$ cat src/rtl/mem_access_ctrl.sv
// MEM-stage sequencer: turns EX/MEM load/store fields into a req/ack memory transaction and stalls the pipeline meanwhile.
// Optional WAIT abort timer is compiled in when MEM_TIMEOUT_EN is defined.
module mem_access_ctrl #(
    parameter int ADDR_W  = 32,
    parameter int DATA_W  = 32,
    parameter int TIMEOUT = 255
) (
    input  logic              clk_i,
    input  logic              rst_i,
    input  logic              start_i,
    input  logic              MemRead_i,
    input  logic              MemWrite_i,
    input  logic [ADDR_W-1:0] Addr_i,
    input  logic [DATA_W-1:0] WData_i,
    output logic              mem_req_o,
    output logic              mem_we_o,
    output logic [ADDR_W-1:0] mem_addr_o,
    output logic [DATA_W-1:0] mem_wdata_o,
    input  logic              mem_ack_i,
    input  logic [DATA_W-1:0] mem_rdata_i,
    output logic              stall_o,
    output logic [DATA_W-1:0] RData_o,
    output logic              RData_valid_o,
    output logic              timeout_o
);

    typedef enum logic [1:0] {ST_IDLE, ST_WAIT, ST_DONE} state_t;

    state_t            r_state;
    state_t            w_nextState;
    logic              r_req;
    logic              r_we;
    logic [ADDR_W-1:0] r_addr;
    logic [DATA_W-1:0] r_wdata;
    logic [DATA_W-1:0] r_rdata;
    logic              w_access;
    logic              w_expire;

    if (TIMEOUT < 1) begin : g_badTimeout
        $error("mem_access_ctrl: TIMEOUT must be at least 1");
    end

    assign w_access = start_i & (MemRead_i | MemWrite_i);

`ifdef MEM_TIMEOUT_EN
    localparam int CNT_W = ($clog2(TIMEOUT + 1) > 8) ? $clog2(TIMEOUT + 1) : 8;

    logic [CNT_W-1:0] r_cnt;
    logic [CNT_W-1:0] w_cntNext;
    logic             r_timeout;

    // An ack in the limit cycle is a normal completion, so it masks the abort.
    assign w_cntNext = r_cnt + CNT_W'(1);
    assign w_expire  = (r_state == ST_WAIT) && !mem_ack_i && (w_cntNext == CNT_W'(TIMEOUT));

    always_ff @(posedge clk_i) begin
        if (!rst_i) begin
            r_cnt     <= '0;
            r_timeout <= 1'b0;
        end else begin
            if (r_state == ST_IDLE) begin
                r_cnt <= '0;
            end else if ((r_state == ST_WAIT) && !mem_ack_i) begin
                r_cnt <= w_cntNext;
            end
            if (w_expire) begin
                r_timeout <= 1'b1;
            end
        end
    end

    assign timeout_o = r_timeout;
`else
    assign w_expire  = 1'b0;
    assign timeout_o = 1'b0;
`endif

    always_ff @(posedge clk_i) begin
        if (!rst_i) begin
            r_state <= ST_IDLE;
        end else begin
            r_state <= w_nextState;
        end
    end

    // DONE always falls back to IDLE so a held instruction is never serviced twice.
    always_comb begin
        w_nextState = r_state;
        case (r_state)
            ST_IDLE: if (w_access) w_nextState = ST_WAIT;
            ST_WAIT: if (mem_ack_i || w_expire) w_nextState = ST_DONE;
            ST_DONE: w_nextState = ST_IDLE;
            default: w_nextState = ST_IDLE;
        endcase
    end

    always_ff @(posedge clk_i) begin
        if (!rst_i) begin
            r_req   <= 1'b0;
            r_we    <= 1'b0;
            r_addr  <= '0;
            r_wdata <= '0;
            r_rdata <= '0;
        end else begin
            case (r_state)
                ST_IDLE: begin
                    if (w_access) begin
                        r_req   <= 1'b1;
                        r_we    <= MemWrite_i;
                        r_addr  <= Addr_i;
                        r_wdata <= WData_i;
                    end
                end
                ST_WAIT: begin
                    if (mem_ack_i) begin
                        r_req <= 1'b0;
                        if (!r_we) r_rdata <= mem_rdata_i;
                    end else if (w_expire) begin
                        r_req <= 1'b0;
                        if (!r_we) r_rdata <= '0;
                    end
                end
                default: ;
            endcase
        end
    end

    always_comb begin
        stall_o       = ((r_state == ST_IDLE) && w_access) || (r_state == ST_WAIT);
        RData_valid_o = (r_state == ST_DONE) && !r_we;
    end

    assign mem_req_o   = r_req;
    assign mem_we_o    = r_we;
    assign mem_addr_o  = r_addr;
    assign mem_wdata_o = r_wdata;
    assign RData_o     = r_rdata;

endmodule

$ cat config.mk
export PLATFORM = sky130hd
export DESIGN_NAME = mem_access_ctrl
export DESIGN_NICKNAME = d
export VERILOG_FILES = /design/src/rtl/mem_access_ctrl.sv
export SDC_FILE = /design/constraint.sdc
export NUM_CORES = 1
export LEC_CHECK = 0
export CAP_MARGIN = 20
export CORE_UTILIZATION = 43
export CTS_CLUSTER_SIZE = 16
export DETAILED_ROUTE_END_ITERATION = 6
export PLACE_DENSITY = 0.95
export SYNTH_ARGS = -nofsm -noshare
export SYNTH_HDL_FRONTEND = slang
export SYNTH_SLANG_ARGS = --single-unit
$ cat constraint.sdc
create_clock -name clk_i -period 1.8 [get_ports clk_i]
set_input_delay 0.27 -clock clk_i [delete_from_list [all_inputs] [get_ports clk_i]]
set_output_delay 0.27 -clock clk_i [all_outputs]
set_load 0.02 [all_outputs]
==> results of run 1 <==
routing by layer:
| metal | vias to the layer above | GRT usage |
|---|---|---|
| met1 | 1634 | 0.245 |
| met3 | 16 | 0.0511 |
| met5 | - | 0 |
| met2 | 128 | 0.408 |
| met4 | 0 | 0.0769 |
| li1 | 1777 | - |
flip-flops by register name, indices dropped and copies added (netlist names):
register and count:
r_state 2, mem_req_o 1, mem_wdata_o 32, mem_we_o 1, RData_o 32, mem_addr_o 32
stage by stage:
stage	worst slack (ps)	utilization	hold WS (ps)	total power [uW]
3_3_place_gp	-353	0.683	441	3460
3_5_place_dp	-464	0.683	448	3490
5_1_grt	27.7	0.706	278	5040
4_1_cts	-16.7	0.704	342	4850
2_1_floorplan	404	-	384	2950
6_report	61.8	0.706	282	4810
kinds of logic (layout without fill, tap and decap cells):
| kind of cell | Yosys count | in the layout |
|---|---|---|
| simple gates | 204 | 204 |
| flops | 100 | 100 |
| mux | 65 | 65 |
| buf+inv | 36 | 226 |
| compound gates | 35 | 35 |
| other cells | 1 | 1 |
cell type report:
cell class | instances | area share
Clock buffer | 10 | 0.0205
Clock inverter | 4 | 0.00846
Inverter | 1 | 0.000604
Multi-Input combinational cell | 305 | 0.278
Sequential cell | 100 | 0.322
Tap cell | 108 | 0.0217
Timing Repair Buffer | 211 | 0.348
synth_stat cells:
cell type | instances | area, sq um
buf_2 | 7 | 35.0
buf_12 | 2 | 40.0
clkbuf_1 | 15 | 56.3
conb_1 | 1 | 3.75
nand4bb_1 | 1 | 11.3
inv_1 | 1 | 3.75
buf_4 | 8 | 60.1
nand2_1 | 195 | 732
buf_8 | 1 | 15.0
nand2b_1 | 2 | 12.5
o21a_1 | 3 | 22.5
a21boi_1 | 9 | 67.6
mux2i_1 | 65 | 651
nor3b_1 | 1 | 7.51
nor2_1 | 3 | 11.3
nor4b_2 | 1 | 15.0
and4bb_2 | 1 | 12.5
buf_1 | 2 | 7.51
a21boi_0 | 23 | 173
dfxtp_1 | 100 | 2000
tightest hold or removal path, stage by stage:
cell            delay, ps
dlymetal6s2s_1        140
nand2_1                80
mux2i_1                70
path summary, 6_finish.rpt:
kind / start / to / slack, ps / depth (start not counted)
hold reg to reg: RData_o[3]$_SDFFE_PN0P_ / RData_o[3]$_SDFFE_PN0P_ / 460 / 2
setup reg to reg: r_state[1]$_SDFFE_PN0P_ / mem_addr_o[23]$_SDFFE_PN0P_ / 190 / 4
hold / removal: MemWrite_i / mem_we_o$_SDFFE_PN0P_ / 280 / 3
setup / recovery: MemRead_i / stall_o / 60 / 5
timing repair:
| action | CTS | global route |
|---|---|---|
| hold endpoints to repair | 0 | 0 |
| setup endpoints to repair | 44 | 24 |
| resized for setup | 5 | 11 |
| hold buffers | 0 | 0 |
| pin swaps | 0 | 1 |
report_power, final:
part,switching [uW],leakage (uW),internal (uW)
logic,463,0.00147,566
registers,73.3,0.000817,2340
clock network,737,0.0000805,629
total,1270,0.00236,3530
==> impl_metrics.toml, run 1 <==
[status]
status = "finished with violations"
violations = "design-rule violations"

[clocking]
clock-root-buffer = "clkbuf_8"
cts.clk_slew.worst_paths_ps = 90
cts_max_path_buffers = 2
cts_setup_buffers = 0
clk_latency_ps = 340
cts_sinks = 100
cts_tree = "yes"
htreeDepth = 3
cts_made_buffers = 9

[placed_design]
finalWeightedCongestion = 0.738
hpwl_um = 7770
placed_cell_area_sq_um = 6020
place_inst = 725
port_buffers = 201

[finish]
final_cell_area_sq_um = 6210
multiInputGateArea_sq_um = 1730
regArea_sq_um = 2000
mostFrequentLayoutCells = "clkdlybuf4s50_1 (197), nand2_1 (195), dfxtp_1 (100)"
antenna_cells = 0
stdcell_count = 739
layout.cells.most_common = "clkdlybuf4s50_1"
drive_above_1_share = 0.0460
num-nets-final = 730
nFillCells = 660
syn2layout_area_growth_pct = 57.8

[floorplanning]
dieWidth_um = 97.7
core_sq_um = 8810
io_pins = 203
die_height_um = 97.7
dieArea_sq_um = 9550
num_rows = 34
start_util = 0.447

[synthesis]
synth_fa_ha_area_frac = 0
ys_seq_area_frac = 0.508
netlist_area_sq_um = 3940
syn_inst = 441
synth_nets = 543
syn_area_per_cell_sq_um = 8.93
synth_top_family_by_area = "simple AND/OR/NAND/NOR gates"
yosys.area_share.simple = 0.204
yosys_warnings = 0
ys_seq_elements = 100
synth_xor_area_frac = 0
synth_compound_area_frac = 0.0667
synth_cell_type_count = 20
synth.area.mux_share = 0.165

[setup_path]
required_ps = 1530
cp.arrival_ps = 1470
start_kind = "primary input"
end_kind = "primary output"
cp_slowest_stage_delay_ps = 480
crit_type = "primary input to primary output"
crit_fanout = 2
slowest_stage = "clkdlybuf4s50_1"
crit_chain = "clkdlybuf4s50_1 -> nor2_2 -> nor4b_4 -> nand2b_1 -> buf_4"
path_buf_inv = 2
cp_top_family = "buffers and inverters"

[timing]
layout_min_cycle_time_ps = 1740
final_hold_viol_count = 0
rsz0062_at_grt = "no"
maxSlewViolCount = 0
finClkSkew_ps = 12.7
setup_tns_ps = 0
setup_viol = 0
fin_crit_sh = 0.966
max_freq_mhz = 575

[route]
postRouteAntennaNets = 0
drc_errors = 26
met3WireLength_um = 708
num_vias = 3555
route.top_layer_used = "met4"
wl_um = 10400
met1_length_um = 4180
firstDrtPassIters = 6
wire_per_inst_um = 14.1
vias_per_cell = 4.81
met2WireLength_um = 5370
drt-initial-drc-count = 108

[grt]
grt_max_degree = 46
grt_overflow = 0
grt_pass1_wl_um = 16800
first_global_vias = 3602
grt_usage = 0.220
antenna_found_initial = 0

[hold_path]
hp-class = "primary input to flop"

[power_and_ir_drop]
vdd_ir_drop_max_v = 0.000454
p_per_area_nw_per_um2 = 774
p_leak_uw = 0.00236

[job]
cap_violations = 0
(Power assumes the default switching activity.)
==> inputs of run 2 (changes only) <==
--- a/config.mk
+++ b/config.mk
@@ -5,7 +5,7 @@
 export SDC_FILE = /design/constraint.sdc
 export NUM_CORES = 1
 export LEC_CHECK = 0
-export CAP_MARGIN = 20
+export CAP_MARGIN = 15
 export CORE_UTILIZATION = 43
 export CTS_CLUSTER_SIZE = 16
 export DETAILED_ROUTE_END_ITERATION = 6
==> results of run 2 <==
No change in the layout: final DEF, timing and power equal those of run 1.
